[src/rtl/rv32im_pkg.sv]
// Shared RV32IM definitions: datapath and index widths, ALU op codes,
// the ID/EX register bundle and a small dependency-match helper.
package rv32im_pkg;

  localparam int XLEN   = 32;
  localparam int REG_AW = 5;
  localparam int ALU_SW = 5;

  localparam logic [ALU_SW-1:0] ALU_ADD    = 5'b00000;
  localparam logic [ALU_SW-1:0] ALU_MUL    = 5'b01000;
  localparam logic [ALU_SW-1:0] ALU_MULH   = 5'b01001;
  localparam logic [ALU_SW-1:0] ALU_MULHSU = 5'b01010;
  localparam logic [ALU_SW-1:0] ALU_MULHU  = 5'b01011;
  localparam logic [ALU_SW-1:0] ALU_DIV    = 5'b01100;
  localparam logic [ALU_SW-1:0] ALU_DIVU   = 5'b01101;
  localparam logic [ALU_SW-1:0] ALU_REM    = 5'b01110;
  localparam logic [ALU_SW-1:0] ALU_REMU   = 5'b01111;

  typedef struct packed {
    logic              valid;
    logic [XLEN-1:0]   pc;
    logic [XLEN-1:0]   rs1_data;
    logic [XLEN-1:0]   rs2_data;
    logic [XLEN-1:0]   imm;
    logic [REG_AW-1:0] rs1_addr;
    logic [REG_AW-1:0] rs2_addr;
    logic [REG_AW-1:0] rd_addr;
    logic [ALU_SW-1:0] select;
    logic              op1_pc;
    logic              op2_imm;
    logic              reg_write;
    logic              mem_read;
    logic              mem_write;
  } ex_regs_t;

  // A writer at index rd satisfies a reader of src; x0 never counts.
  function automatic logic src_hit(input logic en,
                                   input logic [REG_AW-1:0] rd,
                                   input logic [REG_AW-1:0] src);
    return en && (rd != '0) && (rd == src);
  endfunction

endpackage

[src/rtl/id_ex_stage_if.sv]
// ID/EX stage bus: decoded fields from ID, pipeline control, forwarding
// sources from EX/MEM and MEM/WB, and the EX-side outputs to the ALU.
interface id_ex_stage_if;
  import rv32im_pkg::*;

  logic              ID_VALID;
  logic [XLEN-1:0]   ID_PC;
  logic [XLEN-1:0]   ID_RS1_DATA;
  logic [XLEN-1:0]   ID_RS2_DATA;
  logic [XLEN-1:0]   ID_IMM;
  logic [REG_AW-1:0] ID_RS1_ADDR;
  logic [REG_AW-1:0] ID_RS2_ADDR;
  logic [REG_AW-1:0] ID_RD_ADDR;
  logic              ID_USES_RS1;
  logic              ID_USES_RS2;
  logic [ALU_SW-1:0] ID_ALU_SELECT;
  logic              ID_OP1_PC;
  logic              ID_OP2_IMM;
  logic              ID_REG_WRITE;
  logic              ID_MEM_READ;
  logic              ID_MEM_WRITE;
  logic              HOLD;
  logic              FLUSH;
  logic [REG_AW-1:0] MEM_RD_ADDR;
  logic [REG_AW-1:0] WB_RD_ADDR;
  logic              MEM_REG_WRITE;
  logic              WB_REG_WRITE;
  logic [XLEN-1:0]   MEM_RESULT;
  logic [XLEN-1:0]   WB_RESULT;

  logic [XLEN-1:0]   DATA1;
  logic [XLEN-1:0]   DATA2;
  logic [ALU_SW-1:0] SELECT;
  logic [XLEN-1:0]   EX_STORE_DATA;
  logic              EX_VALID;
  logic              EX_REG_WRITE;
  logic              EX_MEM_READ;
  logic              EX_MEM_WRITE;
  logic [REG_AW-1:0] EX_RD_ADDR;
  logic [XLEN-1:0]   EX_PC;
  logic              LOAD_STALL;

  modport master (
    output ID_VALID, ID_PC, ID_RS1_DATA, ID_RS2_DATA, ID_IMM,
           ID_RS1_ADDR, ID_RS2_ADDR, ID_RD_ADDR, ID_USES_RS1, ID_USES_RS2,
           ID_ALU_SELECT, ID_OP1_PC, ID_OP2_IMM, ID_REG_WRITE, ID_MEM_READ,
           ID_MEM_WRITE, HOLD, FLUSH, MEM_RD_ADDR, WB_RD_ADDR, MEM_REG_WRITE,
           WB_REG_WRITE, MEM_RESULT, WB_RESULT,
    input  DATA1, DATA2, SELECT, EX_STORE_DATA, EX_VALID, EX_REG_WRITE,
           EX_MEM_READ, EX_MEM_WRITE, EX_RD_ADDR, EX_PC, LOAD_STALL
  );

  modport slave (
    input  ID_VALID, ID_PC, ID_RS1_DATA, ID_RS2_DATA, ID_IMM,
           ID_RS1_ADDR, ID_RS2_ADDR, ID_RD_ADDR, ID_USES_RS1, ID_USES_RS2,
           ID_ALU_SELECT, ID_OP1_PC, ID_OP2_IMM, ID_REG_WRITE, ID_MEM_READ,
           ID_MEM_WRITE, HOLD, FLUSH, MEM_RD_ADDR, WB_RD_ADDR, MEM_REG_WRITE,
           WB_REG_WRITE, MEM_RESULT, WB_RESULT,
    output DATA1, DATA2, SELECT, EX_STORE_DATA, EX_VALID, EX_REG_WRITE,
           EX_MEM_READ, EX_MEM_WRITE, EX_RD_ADDR, EX_PC, LOAD_STALL
  );

endinterface

[src/rtl/fwd_unit.sv]
// Combinational operand forwarding for one source register: EX/MEM beats
// MEM/WB, which beats the register-file value registered in ID/EX.
module fwd_unit
  import rv32im_pkg::*;
(
  input  logic [REG_AW-1:0] src_addr_i,
  input  logic [XLEN-1:0]   rf_data_i,
  input  logic              mem_reg_write_i,
  input  logic [REG_AW-1:0] mem_rd_addr_i,
  input  logic [XLEN-1:0]   mem_result_i,
  input  logic              wb_reg_write_i,
  input  logic [REG_AW-1:0] wb_rd_addr_i,
  input  logic [XLEN-1:0]   wb_result_i,
  output logic [XLEN-1:0]   fwd_data_o
);

  logic mem_hit;
  logic wb_hit;

  assign mem_hit = src_hit(mem_reg_write_i, mem_rd_addr_i, src_addr_i);
  assign wb_hit  = src_hit(wb_reg_write_i, wb_rd_addr_i, src_addr_i);

  always_comb begin
    fwd_data_o = rf_data_i;
    if (mem_hit) begin
      fwd_data_o = mem_result_i;
    end else if (wb_hit) begin
      fwd_data_o = wb_result_i;
    end
  end

endmodule

[src/rtl/id_ex_stage.sv]
// ID/EX pipeline register with operand forwarding and load-use bubble
// insertion; drives the ALU operands and the EX/MEM control bits.
module id_ex_stage
  import rv32im_pkg::*;
(
  input logic         CLK,
  input logic         RESET_N,
  id_ex_stage_if.slave bus
);

  ex_regs_t        ex_q;
  ex_regs_t        ex_d;
  ex_regs_t        id_fields;
  logic            load_stall;
  logic [XLEN-1:0] rs1_fwd;
  logic [XLEN-1:0] rs2_fwd;

  always_comb begin
    id_fields           = '0;
    id_fields.valid     = bus.ID_VALID;
    id_fields.pc        = bus.ID_PC;
    id_fields.rs1_data  = bus.ID_RS1_DATA;
    id_fields.rs2_data  = bus.ID_RS2_DATA;
    id_fields.imm       = bus.ID_IMM;
    id_fields.rs1_addr  = bus.ID_RS1_ADDR;
    id_fields.rs2_addr  = bus.ID_RS2_ADDR;
    id_fields.rd_addr   = bus.ID_RD_ADDR;
    id_fields.select    = bus.ID_ALU_SELECT;
    id_fields.op1_pc    = bus.ID_OP1_PC;
    id_fields.op2_imm   = bus.ID_OP2_IMM;
    id_fields.reg_write = bus.ID_REG_WRITE;
    id_fields.mem_read  = bus.ID_MEM_READ;
    id_fields.mem_write = bus.ID_MEM_WRITE;
  end

  // A load in EX whose rd feeds the instruction in ID cannot be forwarded yet.
  assign load_stall = ex_q.valid && ex_q.mem_read && !bus.FLUSH && !bus.HOLD &&
                      ((bus.ID_USES_RS1 && src_hit(1'b1, ex_q.rd_addr, bus.ID_RS1_ADDR)) ||
                       (bus.ID_USES_RS2 && src_hit(1'b1, ex_q.rd_addr, bus.ID_RS2_ADDR)));

  always_comb begin
    ex_d = id_fields;
    if (bus.FLUSH) begin
      ex_d = '0;
    end else if (bus.HOLD) begin
      ex_d = ex_q;
    end else if (load_stall) begin
      ex_d = '0;
    end
  end

  always_ff @(posedge CLK or negedge RESET_N) begin
    if (!RESET_N) begin
      ex_q <= '0;
    end else begin
      ex_q <= ex_d;
    end
  end

  fwd_unit u_fwd_rs1 (
    .src_addr_i      (ex_q.rs1_addr),
    .rf_data_i       (ex_q.rs1_data),
    .mem_reg_write_i (bus.MEM_REG_WRITE),
    .mem_rd_addr_i   (bus.MEM_RD_ADDR),
    .mem_result_i    (bus.MEM_RESULT),
    .wb_reg_write_i  (bus.WB_REG_WRITE),
    .wb_rd_addr_i    (bus.WB_RD_ADDR),
    .wb_result_i     (bus.WB_RESULT),
    .fwd_data_o      (rs1_fwd)
  );

  fwd_unit u_fwd_rs2 (
    .src_addr_i      (ex_q.rs2_addr),
    .rf_data_i       (ex_q.rs2_data),
    .mem_reg_write_i (bus.MEM_REG_WRITE),
    .mem_rd_addr_i   (bus.MEM_RD_ADDR),
    .mem_result_i    (bus.MEM_RESULT),
    .wb_reg_write_i  (bus.WB_REG_WRITE),
    .wb_rd_addr_i    (bus.WB_RD_ADDR),
    .wb_result_i     (bus.WB_RESULT),
    .fwd_data_o      (rs2_fwd)
  );

  assign bus.DATA1         = ex_q.op1_pc  ? ex_q.pc  : rs1_fwd;
  assign bus.DATA2         = ex_q.op2_imm ? ex_q.imm : rs2_fwd;
  assign bus.EX_STORE_DATA = rs2_fwd;
  assign bus.SELECT        = ex_q.select;
  assign bus.EX_VALID      = ex_q.valid;
  assign bus.EX_REG_WRITE  = ex_q.reg_write;
  assign bus.EX_MEM_READ   = ex_q.mem_read;
  assign bus.EX_MEM_WRITE  = ex_q.mem_write;
  assign bus.EX_RD_ADDR    = ex_q.rd_addr;
  assign bus.EX_PC         = ex_q.pc;
  assign bus.LOAD_STALL    = load_stall;

endmodule

[src/flat_wrapper.sv]
// flat-port wrapper written by rule: the top's interface ports become plain ports
module id_ex_stage_flat import rv32im_pkg::*;
  (CLK, RESET_N, bus_ID_VALID, bus_ID_PC, bus_ID_RS1_DATA, bus_ID_RS2_DATA, bus_ID_IMM, bus_ID_RS1_ADDR, bus_ID_RS2_ADDR, bus_ID_RD_ADDR, bus_ID_USES_RS1, bus_ID_USES_RS2, bus_ID_ALU_SELECT, bus_ID_OP1_PC, bus_ID_OP2_IMM, bus_ID_REG_WRITE, bus_ID_MEM_READ, bus_ID_MEM_WRITE, bus_HOLD, bus_FLUSH, bus_MEM_RD_ADDR, bus_WB_RD_ADDR, bus_MEM_REG_WRITE, bus_WB_REG_WRITE, bus_MEM_RESULT, bus_WB_RESULT, bus_DATA1, bus_DATA2, bus_SELECT, bus_EX_STORE_DATA, bus_EX_VALID, bus_EX_REG_WRITE, bus_EX_MEM_READ, bus_EX_MEM_WRITE, bus_EX_RD_ADDR, bus_EX_PC, bus_LOAD_STALL);
  id_ex_stage_if bus_i ();
  input logic CLK;
  input logic RESET_N;
  input wire logic [$bits(bus_i.ID_VALID)-1:0] bus_ID_VALID;
  input wire logic [$bits(bus_i.ID_PC)-1:0] bus_ID_PC;
  input wire logic [$bits(bus_i.ID_RS1_DATA)-1:0] bus_ID_RS1_DATA;
  input wire logic [$bits(bus_i.ID_RS2_DATA)-1:0] bus_ID_RS2_DATA;
  input wire logic [$bits(bus_i.ID_IMM)-1:0] bus_ID_IMM;
  input wire logic [$bits(bus_i.ID_RS1_ADDR)-1:0] bus_ID_RS1_ADDR;
  input wire logic [$bits(bus_i.ID_RS2_ADDR)-1:0] bus_ID_RS2_ADDR;
  input wire logic [$bits(bus_i.ID_RD_ADDR)-1:0] bus_ID_RD_ADDR;
  input wire logic [$bits(bus_i.ID_USES_RS1)-1:0] bus_ID_USES_RS1;
  input wire logic [$bits(bus_i.ID_USES_RS2)-1:0] bus_ID_USES_RS2;
  input wire logic [$bits(bus_i.ID_ALU_SELECT)-1:0] bus_ID_ALU_SELECT;
  input wire logic [$bits(bus_i.ID_OP1_PC)-1:0] bus_ID_OP1_PC;
  input wire logic [$bits(bus_i.ID_OP2_IMM)-1:0] bus_ID_OP2_IMM;
  input wire logic [$bits(bus_i.ID_REG_WRITE)-1:0] bus_ID_REG_WRITE;
  input wire logic [$bits(bus_i.ID_MEM_READ)-1:0] bus_ID_MEM_READ;
  input wire logic [$bits(bus_i.ID_MEM_WRITE)-1:0] bus_ID_MEM_WRITE;
  input wire logic [$bits(bus_i.HOLD)-1:0] bus_HOLD;
  input wire logic [$bits(bus_i.FLUSH)-1:0] bus_FLUSH;
  input wire logic [$bits(bus_i.MEM_RD_ADDR)-1:0] bus_MEM_RD_ADDR;
  input wire logic [$bits(bus_i.WB_RD_ADDR)-1:0] bus_WB_RD_ADDR;
  input wire logic [$bits(bus_i.MEM_REG_WRITE)-1:0] bus_MEM_REG_WRITE;
  input wire logic [$bits(bus_i.WB_REG_WRITE)-1:0] bus_WB_REG_WRITE;
  input wire logic [$bits(bus_i.MEM_RESULT)-1:0] bus_MEM_RESULT;
  input wire logic [$bits(bus_i.WB_RESULT)-1:0] bus_WB_RESULT;
  output wire logic [$bits(bus_i.DATA1)-1:0] bus_DATA1;
  output wire logic [$bits(bus_i.DATA2)-1:0] bus_DATA2;
  output wire logic [$bits(bus_i.SELECT)-1:0] bus_SELECT;
  output wire logic [$bits(bus_i.EX_STORE_DATA)-1:0] bus_EX_STORE_DATA;
  output wire logic [$bits(bus_i.EX_VALID)-1:0] bus_EX_VALID;
  output wire logic [$bits(bus_i.EX_REG_WRITE)-1:0] bus_EX_REG_WRITE;
  output wire logic [$bits(bus_i.EX_MEM_READ)-1:0] bus_EX_MEM_READ;
  output wire logic [$bits(bus_i.EX_MEM_WRITE)-1:0] bus_EX_MEM_WRITE;
  output wire logic [$bits(bus_i.EX_RD_ADDR)-1:0] bus_EX_RD_ADDR;
  output wire logic [$bits(bus_i.EX_PC)-1:0] bus_EX_PC;
  output wire logic [$bits(bus_i.LOAD_STALL)-1:0] bus_LOAD_STALL;
  assign bus_i.ID_VALID = bus_ID_VALID;
  assign bus_i.ID_PC = bus_ID_PC;
  assign bus_i.ID_RS1_DATA = bus_ID_RS1_DATA;
  assign bus_i.ID_RS2_DATA = bus_ID_RS2_DATA;
  assign bus_i.ID_IMM = bus_ID_IMM;
  assign bus_i.ID_RS1_ADDR = bus_ID_RS1_ADDR;
  assign bus_i.ID_RS2_ADDR = bus_ID_RS2_ADDR;
  assign bus_i.ID_RD_ADDR = bus_ID_RD_ADDR;
  assign bus_i.ID_USES_RS1 = bus_ID_USES_RS1;
  assign bus_i.ID_USES_RS2 = bus_ID_USES_RS2;
  assign bus_i.ID_ALU_SELECT = bus_ID_ALU_SELECT;
  assign bus_i.ID_OP1_PC = bus_ID_OP1_PC;
  assign bus_i.ID_OP2_IMM = bus_ID_OP2_IMM;
  assign bus_i.ID_REG_WRITE = bus_ID_REG_WRITE;
  assign bus_i.ID_MEM_READ = bus_ID_MEM_READ;
  assign bus_i.ID_MEM_WRITE = bus_ID_MEM_WRITE;
  assign bus_i.HOLD = bus_HOLD;
  assign bus_i.FLUSH = bus_FLUSH;
  assign bus_i.MEM_RD_ADDR = bus_MEM_RD_ADDR;
  assign bus_i.WB_RD_ADDR = bus_WB_RD_ADDR;
  assign bus_i.MEM_REG_WRITE = bus_MEM_REG_WRITE;
  assign bus_i.WB_REG_WRITE = bus_WB_REG_WRITE;
  assign bus_i.MEM_RESULT = bus_MEM_RESULT;
  assign bus_i.WB_RESULT = bus_WB_RESULT;
  assign bus_DATA1 = bus_i.DATA1;
  assign bus_DATA2 = bus_i.DATA2;
  assign bus_SELECT = bus_i.SELECT;
  assign bus_EX_STORE_DATA = bus_i.EX_STORE_DATA;
  assign bus_EX_VALID = bus_i.EX_VALID;
  assign bus_EX_REG_WRITE = bus_i.EX_REG_WRITE;
  assign bus_EX_MEM_READ = bus_i.EX_MEM_READ;
  assign bus_EX_MEM_WRITE = bus_i.EX_MEM_WRITE;
  assign bus_EX_RD_ADDR = bus_i.EX_RD_ADDR;
  assign bus_EX_PC = bus_i.EX_PC;
  assign bus_LOAD_STALL = bus_i.LOAD_STALL;
  id_ex_stage u_core (.CLK(CLK), .RESET_N(RESET_N), .bus(bus_i));
endmodule
[config.mk]
export PLATFORM = sky130hd
export DESIGN_NAME = id_ex_stage_flat
export DESIGN_NICKNAME = d
export VERILOG_FILES = /design/src/rtl/rv32im_pkg.sv /design/src/rtl/id_ex_stage_if.sv /design/src/rtl/fwd_unit.sv /design/src/rtl/id_ex_stage.sv /design/src/flat_wrapper.sv
export SDC_FILE = /design/constraint.sdc
export NUM_CORES = 1
export LEC_CHECK = 0
export CORE_AREA = 8 8 168 170
export DETAILED_ROUTE_END_ITERATION = 16
export DIE_AREA = 0 0 176 178
export PLACE_DENSITY_LB_ADDON = 0.15
export SYNTH_ARGS = -nofsm -noshare
export SYNTH_HDL_FRONTEND = slang
export SYNTH_SLANG_ARGS = --single-unit
[constraint.sdc]
create_clock -name CLK -period 2.14 [get_ports CLK]
set_input_delay 0.321 -clock CLK [delete_from_list [all_inputs] [get_ports CLK]]
set_output_delay 0.321 -clock CLK [all_outputs]
set_load 0.03 [all_outputs]
Word-level counts from Yosys, hierarchy flattened:

Index checks and enable logic that the tools add are counted.

* register bits after elaboration: 154
* input port bits: 236
* output and inout bits: 143
* word-level logic and storage cells: 50

* eq/ne operators: 7
* mux-type cells: 9
* reductions and logical operators: 20

Operators by type and width (number)
* two-way mux 154 bit: 3
* two-way mux 32 bit: 6
* == test 5 bit: 6
* nonzero test 5 bit: 3
* logical AND 1 bit: 14
* logical NOT 1 bit: 2
* inequality test 2 x 1 -> 1 bit (second input constant): 1
* logical OR 1 bit: 1

Logic depth before layout (Yosys ltp):

Gate-level depths: netlist of run 1.

* depth after elaboration: 8
* depth in mapped cells: 7

Hierarchy:

From an unflattened synthesis of run 1, not the netlist that was laid out.

* cell total of the unflattened synthesis: 1205
* area total of the unflattened synthesis: 11348.4 sq um

Modules (own cells, without submodules)
* id_ex_stage: instances 1, cells each 835, area each 9013.6 sq um
* fwd_unit: instances 2, cells each 185, area each 1167.4 sq um

Worst setup path before layout of run 1:

Ideal clock, no wire load.

* path type: input port to output port
* start point: input bus_WB_RD_ADDR[0]
* end point: output bus_DATA1[0]
* arrival: 2.211 ns
* setup slack: -0.392 ns
* cell stages on the path: 6
* buffers on the path: 1
* cell sequence: or4_4 -> o211ai_4 -> or2_1 -> buf_6 -> a211oi_1 -> o31ai_1

* longest elaborated chain between the ends: 6

RTL lines
* start: declaration: line flat_wrapper.sv:26 `input wire logic [$bits(bus_i.WB_RD_ADDR)-1:0] bus_WB_RD_ADDR;`
* nonzero test 5 bit: line rv32im_pkg.sv:40 `return en && (rd != '0) && (rd == src);`
* logical AND 1 bit: line rv32im_pkg.sv:40
* logical AND 1 bit *: line rv32im_pkg.sv:40
* two-way mux 32 bit *: line fwd_unit.sv:27 `end else if (wb_hit) begin`
* two-way mux 32 bit *: line fwd_unit.sv:25 `if (mem_hit) begin`
* two-way mux 32 bit *: line id_ex_stage.sv:84 `assign bus.DATA1 = ex_q.op1_pc ? ex_q.pc : rs1_fwd;`
* end: declaration: line flat_wrapper.sv:31 `output wire logic [$bits(bus_i.DATA1)-1:0] bus_DATA1;`

Mark *: on every way between the ends. The rest lies on a longest branch, timed or not.

Worst setup path after layout of run 1:

* start point: register u_core.ex_q[16] (netlist name)
* end point: output bus_DATA2[18]

* longest elaborated chain between the ends: 5

RTL lines
* start: declaration: line id_ex_stage.sv:11 `ex_regs_t ex_q;`
* start signal: assignment: line id_ex_stage.sv:54 `ex_q <= '0;`
* start signal: assignment: line id_ex_stage.sv:56 `ex_q <= ex_d;`
* == test 5 bit: line rv32im_pkg.sv:40
* logical AND 1 bit: line rv32im_pkg.sv:40
* two-way mux 32 bit: line fwd_unit.sv:27
* two-way mux 32 bit *: line fwd_unit.sv:25
* two-way mux 32 bit *: line id_ex_stage.sv:85 `assign bus.DATA2 = ex_q.op2_imm ? ex_q.imm : rs2_fwd;`
* end: declaration: line flat_wrapper.sv:32 `output wire logic [$bits(bus_i.DATA2)-1:0] bus_DATA2;`

Marked as above.

==> results of run 1 <==
==> power groups by stage <==
| stage | clock network, mW | logic [mW] | registers, mW |
|---|---|---|---|
| finish | 3.35 | 3.81 | 3.27 |
| global placement | 0 | 3.09 | 3.28 |
| floorplan | 0 | 1.77 | 3.23 |
| CTS | 3.32 | 3.51 | 3.25 |
| detailed placement | 0 | 3.12 | 3.28 |
| global route | 3.47 | 3.96 | 3.28 |
==> layer usage <==
| layer | up-vias | share of wire (%) | wire, um |
|---|---|---|---|
| met1 | 6251 | 37 | 21080 |
| met3 | 227 | 8.7 | 4949 |
| li1 | 5223 | - | - |
| met2 | 776 | 48 | 27270 |
| met5 | - | 0.072 | 41 |
| met4 | 6 | 6.0 | 3419 |
==> flip-flops by register name, summed over array words and instances (netlist names) <==
| signal | cells |
|---|---|
| u_core.ex_q | 108 |
| u_core.bus.EX_PC | 32 |
| u_core.bus.EX_RD_ADDR | 5 |
| u_core.bus.SELECT | 5 |
| u_core.bus.EX_MEM_READ | 1 |
| u_core.bus.EX_MEM_WRITE | 1 |
| u_core.bus.EX_REG_WRITE | 1 |
| u_core.bus.EX_VALID | 1 |
==> metrics by stage <==
stage / setup WS, ps / total power, mW / setup TNS, ps / util (%)
finish: -827.0 / 10.43 / -65040 / 84.60
global route: -866.9 / 10.71 / -73350 / 84.59
floorplan: -88.46 / 5.006 / -5046 / -
detailed placement: -1061 / 6.402 / -97720 / 68.66
CTS: -743.6 / 10.08 / -55540 / 78.98
global placement: -1064 / 6.365 / -95320 / 68.66
==> path summary, 6_finish.rpt <==
kind / from / endpoint
hold / removal: bus_HOLD / u_core.bus.EX_VALID
setup reg to reg: u_core.bus.EX_RD_ADDR[4] / u_core.ex_q[71]
hold reg to reg: u_core.bus.SELECT[3] / u_core.bus.SELECT[3]
setup / recovery: u_core.ex_q[16] / bus_DATA2[18]
max in group asynchronous: RESET_N / u_core.ex_q[79]
min in group asynchronous: RESET_N / u_core.bus.EX_RD_ADDR[0]
==> layout by cell type, fill, tap and decap left out, types with 8 or more instances in the layout <==
master / netlist / routed
nor2_1: 66 / 41
clkdlybuf4s50_1: 0 / 269
buf_4: 48 / 85
mux2i_4: 0 / 28
nor2_4: 0 / 9
clkbuf_16: 0 / 33
o41ai_2: 140 / 101
buf_8: 0 / 15
o41ai_4: 0 / 52
nand2_1: 50 / 50
diode_2: 0 / 8
a211oi_4: 0 / 29
nor3_4: 0 / 18
buf_12: 3 / 42
buf_16: 0 / 12
a21oi_4: 0 / 19
buf_6: 4 / 134
a21oi_2: 1 / 15
dfrtp_1: 154 / 147
xnor2_2: 0 / 10
inv_1: 217 / 217
nand3b_1: 141 / 141
nor3_1: 65 / 23
xnor2_1: 21 / 10
nor2_2: 0 / 16
nor3_2: 0 / 24
a221oi_4: 0 / 31
o31ai_4: 0 / 32
xor2_1: 8 / 8
==> cell type report <==
class,count,area [um^2]
clock inverter,15,195.2
timing repair buffer,584,6766
inverter,217,814.5
fill,1227,3944
sequential,154,3867
antenna,8,20.02
clock buffer,17,425.4
tap,335,419.2
multi-input combinational,687,9164
==> worst min-delay path, delay by kind of cell <==
kind,cells,cell delay (ps)
buffers and inverters,1,80
and+or+nand+nor,2,180
AOI/OAI and AO/OA,1,50
==> kinds of logic (layout without fill, tap and decap cells) <==
family	after synthesis	in the layout	share of synthesized area, %
buffers and inverters	391	833	14.72
other	0	8	0
AOI/OAI and AO/OA	289	289	32.32
muxes	32	32	2.673
xor gates and xnor gates	29	29	2.120
and+or+nand+nor	337	337	16.01
DFF	154	154	32.16
==> what timing repair did <==
action	CTS	global route
hold buffers	1	0
pin swaps	77	45
endpoints found under the hold margin	35	0
setup buffers	31	15
gates resized for setup	412	150
endpoints found under the setup margin	107	241
cloned	13	20
==> impl_metrics.ini, run 1 <==
[synthesis]
syn_area_um2 = 11980
synth_nets = 1468
netlist_instances = 1232
synth-seq-cells = 154
dominantRegCellSynth = dfrtp_1
yosysTopAreaCellShare_pct = 32.16
ys_warn_count = 0
synthArstFlopShare_pct = 100.0
synth.most_common_cell = inv_1
synth.distinct_cells = 39
synth_edf_count = 0
syn-mean-instance-area_um2 = 9.726
synth.area.top_cells = dfrtp_1 (32%), o41ai_2 (19%), nand3b_1 (8.8%)
synth-seq-area-share_pct = 32.16
yosys-top-cells-count = inv_1 (217), dfrtp_1 (154), nand3b_1 (141)
synth_largest_area_cell = dfrtp_1

[sta]
max_slew.worst_pin.slew_ps = 1150
hold_ws_ps = 237.7
period_needed_ps = 2967
fmax_ghz = 0.3370
setup_viol = 125
fin_crit_sh_pct = 138.6
slew_headroom_pct = 23.33
finClkSkew_ps = 12.94
rsz0062_at_grt = true
timing.final.ws_setup_ps = -827.0
hold_viol = 0
slew_viol_final = 0

[flow_run]
drv_cap = 0

[routing]
viasPerCell = 6.189
post_drt_wl_per_cell_um = 28.14
drt-total-wl_um = 56760
ant_nets = 0
drc = 0
drt-initial-drc-count = 1378
vias = 12480
first_pass_iters = 5

[setup_path]
critPathMaxStageDelay_ps = 450
crit_chain = xnor2_2 -> nand3_2 -> a211o_4 -> buf_16 -> mux2i_4 -> buf_6 -> a221oi_4 -> buf_6
crit_top_cell = buf_6
r2r_slack_ps = -100
critical_path.top_delay_family = compound AO/OA/AOI/OAI gates
path_class = reg -> out
critPathCaptureType = output pin
critPathMaxFanout = 5
cp-start-kind = register
worstPathArrival_ps = 2650
r2r_cells = 8
cp.depth = 8
slowest_stage = dfrtp_1
cp.required_ps = 1820
cp_num_buf_inv = 3

[floorplanning]
chipHeight_um = 178
dieArea_um2 = 31330
core_region_area_um2 = 25620
start_util_pct = 46.78
ios = 379
rows = 59
die_w_um = 176

[clock_network]
cts_buffers = 17
clockRootBuffer = clkbuf_16
clkLatencyLatePin_ps = 430
htree_num_levels = 4
clockBufferDepth = 2
cts.clk_slew.worst_paths_ps = 80
cts_tree = built
cts.sinks = 154

[placed_design]
portBuffers = 378
dpl_cell_area_um2 = 17590
place_hpwl_um = 32010
dp.cells = 1910
place_congestion = 0.9058

[global_routing]
grt_usage_pct = 30.97
grt_pass1_wl_um = 75320
use_met3_pct = 7.218
grt_overflow = 0
grt-busiest-layer = met2
grt_pass1_vias = 12310
met2_usage_pct = 50.03
grt_max_degree = 153
grtUsageMet1_pct = 39.09
antenna_found_initial = 10

[pwr]
switchingPower_mw = 3.707
p_per_area_nw_per_um2 = 481.3
p_sw_share_pct = 35.54
power.share.clock_pct = 32.1
peakVddDrop_v = 0.0004766
pwr-share-comb_pct = 36.5
sequentialPowerShare_pct = 31.3
power.leakage_nw = 9.690
p_int_mw = 6.723

[finish]
fin_area_um2 = 21670
nets = 1897
drive_above_1_share_pct = 44.92
final_cells = 2017
area.growth.synth_to_final_pct = 80.86

[run_status]
outcome = finished, violations left
violations = setup timing

[worst_hold_path]
hold-path-cell-count = 4
hold_path_class = in -> reg
No activity file was read; power rests on OpenSTA's default activity.
==> run 2: changes to the inputs <==
--- a/config.mk
+++ b/config.mk
@@ -5,9 +5,9 @@
 export SDC_FILE = /design/constraint.sdc
 export NUM_CORES = 1
 export LEC_CHECK = 0
-export CORE_AREA = 8 8 168 170
+export CORE_AREA = 8 8 176 178
 export DETAILED_ROUTE_END_ITERATION = 16
-export DIE_AREA = 0 0 176 178
+export DIE_AREA = 0 0 184 186
 export PLACE_DENSITY_LB_ADDON = 0.15
 export SYNTH_ARGS = -nofsm -noshare
 export SYNTH_HDL_FRONTEND = slang
==> constraint.sdc (replaced) <==
create_clock -name CLK -period 2.55 [get_ports CLK]
set_input_delay 0.3825 -clock CLK [delete_from_list [all_inputs] [get_ports CLK]]
set_output_delay 0.3825 -clock CLK [all_outputs]
set_load 0.03 [all_outputs]
==> impl_metrics.ini, run 2 (same netlist as run 1, synthesis figures left out) <==
[finish]
largest_register_ffs = 108
fillers = 2175
area.growth.synth_to_final_pct = 58.88
nets = 1815
final_cell_mix = clkdlybuf4s50_1 (268), inv_1 (217), dfrtp_1 (149), nand3b_1 (141), o41ai_2 (140)
fin_area_um2 = 19040
mostFrequentLayoutCell = clkdlybuf4s50_1
utilization_pct = 67.42
drive_above_1_share_pct = 40.10
regMostFlops = u_core.ex_q

[pwr]
p_sw_share_pct = 33.08
p_per_area_nw_per_um2 = 429.9
sequentialPowerShare_pct = 33.5
switchingPower_mw = 2.707
power.total_mw = 8.184
pwr-share-comb_pct = 32.6
power.leakage_nw = 8.468
power.share.clock_pct = 33.8
peakVddDrop_v = 0.0003026
p_int_mw = 5.477

[routing]
met1_length_um = 19630
dr_wl_met3_um = 3366
viasPerCell = 5.676
post_drt_wl_per_cell_um = 23.90
vias = 11230
route.met2.wl_um = 22560
drt-total-wl_um = 47300
top_layer = met5
first_pass_iters = 5
drc = 0
drt-initial-drc-count = 795
ant_nets = 0

[setup_path]
path_class = reg -> out
cp.required_ps = 2170
cp-start-kind = register
worstPathArrival_ps = 2430
critPathMaxFanout = 8
critPathCaptureType = output pin

[sta]
setup_tns_ps = -12520
period_needed_ps = 2816
slew_viol_final = 0
max_slew.worst_pin.slew_ps = 896.7
fin_crit_sh_pct = 110.4
hold_viol = 0
timing.final.ws_setup_ps = -265.5
setup_viol = 96
finClkSkew_ps = 10.96
fmax_ghz = 0.3552
rsz0062_at_grt = true
slew_headroom_pct = 40.22

[floorplanning]
start_util_pct = 42.44
dieArea_um2 = 34220
die_w_um = 184
core_region_area_um2 = 28240
ios = 379
chipHeight_um = 186
rows = 62

[global_routing]
grt_pass1_vias = 11590
grt_max_degree = 154
grt_usage_pct = 25.75
antenna_found_initial = 6
grt_pass1_wl_um = 68170
grt_overflow = 0

[placed_design]
place_congestion = 0.8717
place_hpwl_um = 30130
portBuffers = 378
dpl_cell_area_um2 = 16100

[clock_network]
htree_num_levels = 4
cts.sinks = 154
cts.clk_slew.worst_paths_ps = 70
cts_buffers = 17
clockBufferDepth = 2
clockRootBuffer = clkbuf_16
cts_tree = built
clkLatencyLatePin_ps = 420

[worst_hold_path]
hold_path_class = in -> reg

[run_status]
violations = setup timing
outcome = finished, violations left

[flow_run]
drv_cap = 0
-- run 2: cell count changes in the layout (fill, tap and decap cells not counted), moves of 7 or more --
cell	delta
nor3_1	+10
o41ai_1	+13
nor3_2	-7
a221oi_4	-23
clkbuf_16	-8
o31ai_2	+28
o31ai_4	-28
o41ai_4	-52
a221oi_2	+23
buf_8	-10
buf_4	+22
o41ai_2	+39
buf_6	-81
-- run 2: what timing repair did --
item	4_1_cts	5_1_grt
resized for setup	174	185
pin swaps	53	81
endpoints found under the setup margin	96	97
hold buffers	1	0
buffers inserted	22	21
gates cloned	14	5
hold endpoints to repair	37	0
-- run 2: through the flow --
stage               instances  setup slack, ps  hold WS (ps)
detailed placement       1893           -424.3         334.2
floorplan                1232            36.99         86.91
global route             1978           -333.4         154.3
global placement         1893           -403.3         334.6
finish                   1979           -265.5         167.1
CTS                      1960           -317.4         149.5
-- run 2: routing by layer --
metal,vias up,GRT usage [%]
met2,495,41.78
met4,6,10.04
met1,5598,32.59
li1,5027,-
met5,-,0
met3,106,6.422
-- run 2: final cells by class --
class / instances / area [um^2] / area share (%)
Timing Repair Buffer: 501 / 5487 / 28.82
Multi-Input combinational cell: 688 / 7764 / 40.78
Clock inverter: 12 / 165.2 / 0.8675
Sequential cell: 154 / 3865 / 20.30
Inverter: 217 / 814.5 / 4.278
Antenna cell: 4 / 10.01 / 0.05258
Tap cell: 384 / 480.5 / 2.524
Clock buffer: 19 / 452.9 / 2.379
-- run 2: path summary, 6_finish.rpt --
check / startpoint / to / slack [ps] / cells past startpoint
hold / removal: bus_HOLD / u_core.bus.EX_PC[26] / 170 / 2
setup / recovery: u_core.ex_q[17] / bus_DATA2[31] / -270 / 8
max in group asynchronous: RESET_N / u_core.ex_q[20] / 1350 / 3
hold reg to reg: u_core.bus.SELECT[0] / u_core.bus.SELECT[0] / 480 / 2
setup reg to reg: u_core.bus.EX_RD_ADDR[0] / u_core.ex_q[36] / 320 / 7
min in group asynchronous: RESET_N / u_core.bus.EX_PC[4] / 450 / 2
-- run 2: power groups by stage --
stage / Clock [mW] / Combinational (mW) / Sequential (mW)
floorplan: 0 / 1.28 / 2.70
detailed placement: 0 / 2.28 / 2.76
CTS: 2.79 / 2.50 / 2.72
finish: 2.77 / 2.67 / 2.74
global route: 2.90 / 2.80 / 2.76
global placement: 0 / 2.27 / 2.76
-- run 2: worst max-delay path, cell delays in order (launching register included) --
cell and delay, ps:
dfrtp_1 420, xnor2_1 170, nand2_1 80, a211o_4 390, buf_12 200, mux2i_2 170
buf_4 150, a221oi_2 220, buf_4 200
==> run 3: changes to the inputs <==
==> constraint.sdc (replaced) <==
create_clock -name CLK -period 2.46 [get_ports CLK]
set_input_delay 0.369 -clock CLK [delete_from_list [all_inputs] [get_ports CLK]]
set_output_delay 0.369 -clock CLK [all_outputs]
set_load 0.03 [all_outputs]
==> impl_metrics.ini, run 3 (same netlist as run 1, synthesis figures left out) <==
[run_status]
outcome = finished, violations left
violations = setup timing

[worst_hold_path]
min_from = bus_HOLD
hold_path_class = in -> reg

[finish]
regArea_um2 = 3869
area.growth.synth_to_final_pct = 64.85
regMostFlops = u_core.ex_q
drive_above_1_share_pct = 42.40
fillers = 2071
largest_register_ffs = 108
nets = 1830
mostFrequentLayoutCell = clkdlybuf4s50_1
final_cell_mix = clkdlybuf4s50_1 (267), inv_1 (217), dfrtp_1 (146), nand3b_1 (141), o41ai_2 (140)
final_cells = 1997
multiInputGateArea_um2 = 8085

[setup_path]
path_class = reg -> out
r2r_start = u_core.bus.EX_RD_ADDR[0]
crit_start = u_core.ex_q[15]
cp.required_ps = 2090
critPathCaptureType = output pin
cp-start-kind = register
critPathMaxFanout = 8
worstPathArrival_ps = 2520

[pwr]
pwr-share-comb_pct = 33.4
p_per_area_nw_per_um2 = 440.0
power.leakage_nw = 8.664
sequentialPowerShare_pct = 32.8
p_int_mw = 5.829
power.total_mw = 8.691
p_sw_share_pct = 32.93
switchingPower_mw = 2.862
power.share.clock_pct = 33.8
peakVddDrop_v = 0.0003435

[global_routing]
grt_overflow = 0
grt_pass1_wl_um = 71560
grt_usage_pct = 27.14
grt_max_degree = 130
grt_pass1_vias = 11660
antenna_found_initial = 8

[sta]
hold_ws_ps = 262.0
slew_headroom_pct = 38.02
fin_crit_sh_pct = 117.6
slew_viol_final = 0
finClkSkew_ps = 20.35
rsz0062_at_grt = true
setup_viol = 96
max_slew.worst_pin.slew_ps = 929.7
timing.final.ws_setup_ps = -433.0
period_needed_ps = 2893
fmax_ghz = 0.3457
hold_viol = 0
setup_tns_ps = -28340

[floorplanning]
core_region_area_um2 = 28240
rows = 62
chipHeight_um = 186
dieArea_um2 = 34220
ios = 379
start_util_pct = 42.44
die_w_um = 184

[routing]
drt-total-wl_um = 48360
drc = 0
post_drt_wl_per_cell_um = 24.22
viasPerCell = 5.634
drt-initial-drc-count = 878
ant_nets = 0
first_pass_iters = 5
vias = 11250

[placed_design]
dp.cells = 1904
place_hpwl_um = 32030
portBuffers = 378
place_congestion = 0.8895

[clock_network]
cts_buffers = 17
clockBufferDepth = 2
clockRootBuffer = clkbuf_16
cts_tree = built
htree_num_levels = 4
clkLatencyLatePin_ps = 430
cts.clk_slew.worst_paths_ps = 70
cts.sinks = 154

[flow_run]
drv_cap = 0
## run 3: changes by cell type in the layout (fill, tap and decap cells not counted), sizes merged, moves of 3 or more
cell    before  now
diode        4    7
bufbuf       0    3
clkbuf      29   24
buf        219  236
## run 3: layer usage
metal / global-route usage, % / routed length, um / part of all wire, %
met1: 35.78 / 20370 / 42
met3: 6.754 / 3842 / 7.9
met2: 42.65 / 22750 / 47
met5: 0 / 15 / 0.031
met4: 9.777 / 1375 / 2.8
## run 3: power by group through the flow
stage          sequential, mW  clock [mW]  combinational, mW
2_1_floorplan            2.80           0               1.39
3_3_place_gp             2.86           0               2.49
3_5_place_dp             2.86           0               2.50
4_1_cts                  2.84        2.98               2.79
5_1_grt                  2.86        3.08               3.04
6_report                 2.85        2.94               2.91
## run 3: final timing paths
check	end	slack, ps	cells after the start
max in group asynchronous	u_core.bus.EX_RD_ADDR[4]	1140	3
max	bus_DATA2[7]	-430	8
min	u_core.bus.EX_RD_ADDR[0]	260	2
min reg2reg	u_core.bus.SELECT[2]	480	2
max reg2reg	u_core.ex_q[27]	170	7
min in group asynchronous	u_core.ex_q[34]	470	2
## run 3: area by class of cell
cell class	count	share of cell area, %
flip-flops and latches	154	19.58
clock buffers	19	2.242
multi-input cells	687	40.93
well taps	384	2.432
clock inverters	12	0.9501
repair buffers	517	29.65
diodes	7	0.08868
inverters	217	4.123
## run 3: what timing repair did
action	in CTS	in global routing
gates cloned	16	5
endpoints found under the setup margin	97	97
resized for setup	296	141
endpoints found under the hold margin	48	0
pin swaps	135	60
buffers inserted	35	18
hold buffers	1	0
## run 3: worst max-delay path, stage by stage (launching register included)
cell and delay [ps]:
dfrtp_1 420, xnor2_2 200, nand3_2 110, a211o_4 370, buf_12 150, buf_12 150
mux2i_4 190, a221oi_2 280, buf_4 210
## run 3: per-stage QoR
stage                     utilization, %  setup slack, ps  area [um^2]
after floorplan                        -            12.25        12300
after global placement             58.65           -676.1        16560
after detailed placement           58.65           -722.5        16560
after CTS                          67.71           -412.0        19120
after global routing               69.96           -512.5        19750
final                              69.96           -433.0        19750
